## src/rtl/dmem_hs.sv

```systemverilog
// dmem_hs: valid/ready data memory with byte enables and an RD_LAT-cycle response latency.
// Define DMEM_ERR_EN to flag out-of-range and misaligned full-word accesses instead of aliasing them.
module dmem_hs #(
    parameter int DATA_W = 16,
    parameter int ADDR_W = 16,
    parameter int DEPTH  = 256,
    parameter int RD_LAT = 1
) (
    input  logic                clk,
    input  logic                rst_n,
    input  logic                req_valid,
    output logic                req_ready,
    input  logic                req_we,
    input  logic [ADDR_W-1:0]   req_addr,
    input  logic [DATA_W-1:0]   req_wdata,
    input  logic [DATA_W/8-1:0] req_be,
    output logic                rsp_valid,
    input  logic                rsp_ready,
    output logic [DATA_W-1:0]   rsp_rdata,
    output logic                rsp_err
);
    localparam int NB    = DATA_W / 8;
    localparam int OFF_W = $clog2(NB);
    localparam int IDX_W = $clog2(DEPTH);
    typedef enum logic [1:0] {IDLE, WAIT, RESP} state_t;
    state_t            state;
    logic [1:0]        cnt;
    logic [DATA_W-1:0] mem [DEPTH];
    logic [DATA_W-1:0] hold_rdata;
    logic [DATA_W-1:0] rdata_nx;
    logic              hold_err;
    logic              err;
    logic              acc;
    logic [IDX_W-1:0]  idx;
    assign acc = req_valid && req_ready;
    assign idx = IDX_W'(req_addr >> OFF_W);
`ifdef DMEM_ERR_EN
    assign err = (((req_addr >> OFF_W) >> IDX_W) != '0) ||
                 (((req_addr & ADDR_W'(NB - 1)) != '0) && (&req_be));
`else
    assign err = 1'b0;
`endif
    assign rdata_nx = (req_we || err) ? '0 : mem[idx];
    always_ff @(posedge clk)
        if (acc && req_we && !err)
            for (int i = 0; i < NB; i++)
                if (req_be[i]) mem[idx][8*i +: 8] <= req_wdata[8*i +: 8];
    // Response data is captured at accept and only presented on entry to RESP.
    always_ff @(posedge clk or negedge rst_n)
        if (!rst_n) begin
            state      <= IDLE;
            cnt        <= 2'd0;
            req_ready  <= 1'b1;
            rsp_valid  <= 1'b0;
            rsp_rdata  <= '0;
            rsp_err    <= 1'b0;
            hold_rdata <= '0;
            hold_err   <= 1'b0;
        end else begin
            case (state)
                IDLE: if (req_valid) begin
                    hold_rdata <= rdata_nx;
                    hold_err   <= err;
                    req_ready  <= 1'b0;
                    if (RD_LAT == 1) begin
                        state     <= RESP;
                        rsp_valid <= 1'b1;
                        rsp_rdata <= rdata_nx;
                        rsp_err   <= err;
                    end else begin
                        state <= WAIT;
                        cnt   <= 2'(RD_LAT - 1);
                    end
                end
                WAIT: begin
                    cnt <= cnt - 2'd1;
                    if (cnt == 2'd1) begin
                        state     <= RESP;
                        rsp_valid <= 1'b1;
                        rsp_rdata <= hold_rdata;
                        rsp_err   <= hold_err;
                    end
                end
                RESP: if (rsp_ready) begin
                    state     <= IDLE;
                    rsp_valid <= 1'b0;
                    req_ready <= 1'b1;
                end
                default: state <= IDLE;
            endcase
        end
endmodule
```

## config.mk

```make
export PLATFORM = sky130hd
export DESIGN_NAME = dmem_hs
export DESIGN_NICKNAME = d
export VERILOG_FILES = /design/src/rtl/dmem_hs.sv
export SDC_FILE = /design/constraint.sdc
export NUM_CORES = 2
export LEC_CHECK = 0
export BUFFER_PORTS_ARGS = -buffer_cell sky130_fd_sc_hd__clkbuf_2
export CAP_MARGIN = 20
export CORE_MARGIN = 4
export CORE_UTILIZATION = 57
export DETAILED_ROUTE_END_ITERATION = 12
export PLACE_DENSITY = 0.76
export SYNTH_ARGS = -nofsm -noshare
export SYNTH_HDL_FRONTEND = slang
export SYNTH_SLANG_ARGS = --single-unit
```

## constraint.sdc

```tcl
create_clock -name clk -period 2.35 [get_ports clk]
set_input_delay 0.3525 -clock clk [delete_from_list [all_inputs] [get_ports clk]]
set_output_delay 0.3525 -clock clk [all_outputs]
set_load 0.05 [all_outputs]
```

==> results by group <==
Place
  • Placed cell area: 176,800 um^2
  • # port buffers: 48
  • Placed Cells: ~12,000
  • DP HPWL: 273,600 um
  • Final Wtd Congestion: 0.9153

Logic synthesis
  • Synth Flop Type: edfxtp_1
  • Post-synth EDFFs: between 4,000 and 5,000
  • Most area-consuming cells after synthesis: edfxtp_1, mux4_2, mux2i_1, nor2_1, a22oi_1
  • Sequential area share after synthesis: 77.10%
  • Post-Synthesis Cell Area: 160,100 um^2
  • Synth Register Bits: 4,114
  • Area leader, netlist: edfxtp_1
  • Syn nets: 7,931
  • Ys Warns: 0
  • Mapped Avg Cell Area: approximately 20 um^2
  • Count of cell types in the netlist: 60
  • Async SR Flop Fraction: 0.4375%
  • Synthesized instance count: 7,892
  • Top cell type's share of synthesized area: 76.82%

Setup path
  • CP arrival: 3.34 ns
  • Setup crit start kind: register
  • Critical Path Slowest Stage Cell: nor4_4
  • Critical Path End Type: register
  • Critical Path, Cell by Cell: mux4_2 > nand3_2 > and4_4 > nand4_1 > nor4_4 > buf_4 > o32a_1 > a211oi_2
  • Reg2reg end: rsp_rdata[9]
  • CP max FO: 1
  • CP required: 3.12 ns
  • Crit path max-delay family: simple AND/OR/NAND/NOR gates
  • R2R Path Start: mem[220][9]
  • Buf/Inv on CP: 1
  • R2R depth: 8
  • R2r setup slk: -0.22 ns
  • Max stage delay on crit path: approximately 0.53 ns
  • Worst setup path class: reg2reg

Detailed routing
  • Final WL: 435,600 um
  • Vias: 87,418
  • Drt first-iter violations: 13,138
  • Drt drc: 0
  • Final ANT Viol Nets: 0
  • Vias per inst: between 6 and 7
  • First drt pass iteration count: 6
  • DR WL/cell: 33.11 um

Floorplanning
  • Die H: 538.0 um
  • I/O pin cnt: 58
  • Die Width: 538.0 um
  • Full die area: 289,500 um^2
  • Number of cell rows: 194
  • Initial core utilization: 57.31%
  • Core footprint: 279,400 um^2

Min path
  • Hold path cells: 1
  • HP Start: req_wdata[4]
  • Worst Hold End: mem[183][4]
  • Hold/Removal Path Class: in2reg

Finish
  • Fin cells: 13,156
  • Fraction of layout cells with a size suffix above 1: roughly a third
  • # nets final: 9,152
  • Commonest cells after routing, fill and taps aside: edfxtp_1, buf_4, mux4_2
  • Post-route cell area: 192,700 um^2
  • Commonest non-fill, non-tap cell in the layout: edfxtp_1
  • Post-layout util: 68.96%
  • P&R area growth vs syn: 20.32%

Clocking
  • Clock Path Buffers: 4
  • Root Driver: clkbuf_16
  • Clock-pin transition on the worst setup and hold timing paths: about 0.06 ns
  • TritonCTS Sinks: 4,114
  • CTS tree: done
  • H-tree depth: 5
  • CTS Buf Count: 387
  • Worst-Skew Late Latency: 0.94 ns

Global routing
  • First-pass GRT wire length: 625,100 um
  • GRT Residual Overflow: 0
  • Pin count of the biggest net entering global routing: 81
  • Initial antenna violation count: 21
  • Number of global-route vias before repair: between 80,000 and 90,000
  • GRT Overall Usage: between 20 and 30%

Timing
  • Final hold viol count: 0
  • RSZ-0062 raised after global routing: yes
  • Tmin final: 2.569 ns
  • Final period util: 109.3%
  • Max Fclk: a little under 400 MHz
  • Slew Limit Fails: 0
  • Relative slew slack: 35.73%
  • Worst slew pin tran: 0.9616 ns
  • Setup ws final: -0.2189 ns
  • Hold Worst Slack: ~0.013 ns
  • Final number of setup-violating endpoints: 134
  • Setup Skew: 0.05507 ns

Run status
  • Outcome: complete, but fails checks
  • Failing checks: negative setup slack

Job
  • Max cap viols: 0

Power and ir drop
  • Total power: about 150 mW
  • Leakage: 63.03 nW
  • Pwr dens: 794.7 nW/um^2
  • Peak VDD IR: between 600 and 700 uV
worst register-to-register path, delay by kind of cell, from the launching register on:
kind / cells / cell delay, ns
and+or+nand+nor: 4 / 1.17
muxes: 1 / 0.49
DFF: 1 / 0.38
AOI/OAI and AO/OA: 2 / 0.21
buffers and inverters: 1 / 0.19
state kept, by name, indices dropped and copies added, names as in the netlist:
| signal | cells |
|---|---|
| state | 1 |
| req_ready | 1 |
| rsp_rdata | 16 |
| mem | 4096 |
stage by stage:
| stage | setup slack, ns | setup TNS (ns) |
|---|---|---|
| final | -0.2189 | -4.143 |
| after detailed placement | -1.487 | -1436.73 |
| after CTS | -0.1072 | -15.82 |
| after global placement | -1.824 | -1318.48 |
| after global routing | -0.2420 | -6.344 |
| after floorplan | -0.2462 | -613.27 |
repair_timing:
action                                  4_1_cts  5_1_grt
gates cloned                                  2        2
buffers inserted                             46       22
endpoints found under the setup margin     1367     1313
endpoints found under the hold margin       489        0
pin swaps                                    97       58
hold buffers                                 16        0
gates resized for setup                     354      128
per-layer routing:
layer / up-vias / wire length, um / global-route usage [%]
met3: 1144 / 51460 / 6.759
met2: 6253 / 207300 / 46.24
li1: 35132 / - / -
met5: - / 27 / 0
met1: 44885 / 150000 / 40.34
met4: 4 / 26790 / 15.14
where the power goes:
group,internal [mW],switching (mW),leakage (nW)
Sequential,80.7,0.281,37.0
Combinational,3.46,5.84,19.9
Clock,35.9,26.9,6.14
Total,120,33.0,63.0
synth_stat cells, types with 3 or more instances:
cell          n
a2111oi_0    16
a211oi_1      8
a211oi_2     15
a21o_1        3
a21oi_1     116
a221oi_1     40
a221oi_2      6
a22o_1       34
a22oi_1     204
a31oi_1       3
and2_1        5
and3_1       34
and4_1       17
buf_1        36
buf_12        9
buf_2        95
buf_4        64
buf_6        60
buf_8         5
clkbuf_1    237
dfrtp_1      17
edfxtp_1   4096
inv_1         8
mux2i_1     643
mux4_2      754
nand2_1     174
nand2b_1      3
nand3_1     183
nand4_1      46
nand4b_1      4
nand4bb_1     5
nor2_1      573
nor2b_1      12
nor4_1       45
o211a_1      15
o211ai_1     32
o21ai_0      67
o21ai_1       3
o221ai_1     16
o22ai_1     136
o31ai_1      15
o32a_1       15
layout make-up:
type,count,area [um^2]
Sequential cell,4114,123500
Timing Repair Buffer,1339,14730
Inverter,9,41.29
Antenna cell,13,32.53
Fill cell,15790,86730
Multi-Input combinational cell,3262,37190
Clock inverter,231,2397
Clock buffer,464,10150
Tap cell,3724,4659
kinds of logic after synthesis:
| kind of cell | Yosys count | synth area share (%) |
|---|---|---|
| flip-flops | 4114 | 77.10 |
| multiplexers | 1398 | 14.63 |
| AND/OR/NAND/NOR | 1112 | 3.092 |
| AO/OA/AOI/OAI | 751 | 3.334 |
| buffers and inverters | 516 | 1.843 |
| other | 1 | 0.002342 |
how the worst max path moves through the flow:
stage | startpoint | endpoint | slack [ns] | cells after the start
after global routing | mem[220][9] | rsp_rdata[9] | -0.24 | 8
after global placement | req_addr[1] | rsp_rdata[13] | -1.82 | 10
after CTS | mem[220][9] | rsp_rdata[9] | -0.11 | 8
after detailed placement | req_addr[1] | rsp_rdata[13] | -1.49 | 13
after floorplan | req_addr[3] | mem[175][10] | -0.25 | 8
final | mem[220][9] | rsp_rdata[9] | -0.22 | 8
(Power assumes the default switching activity.)
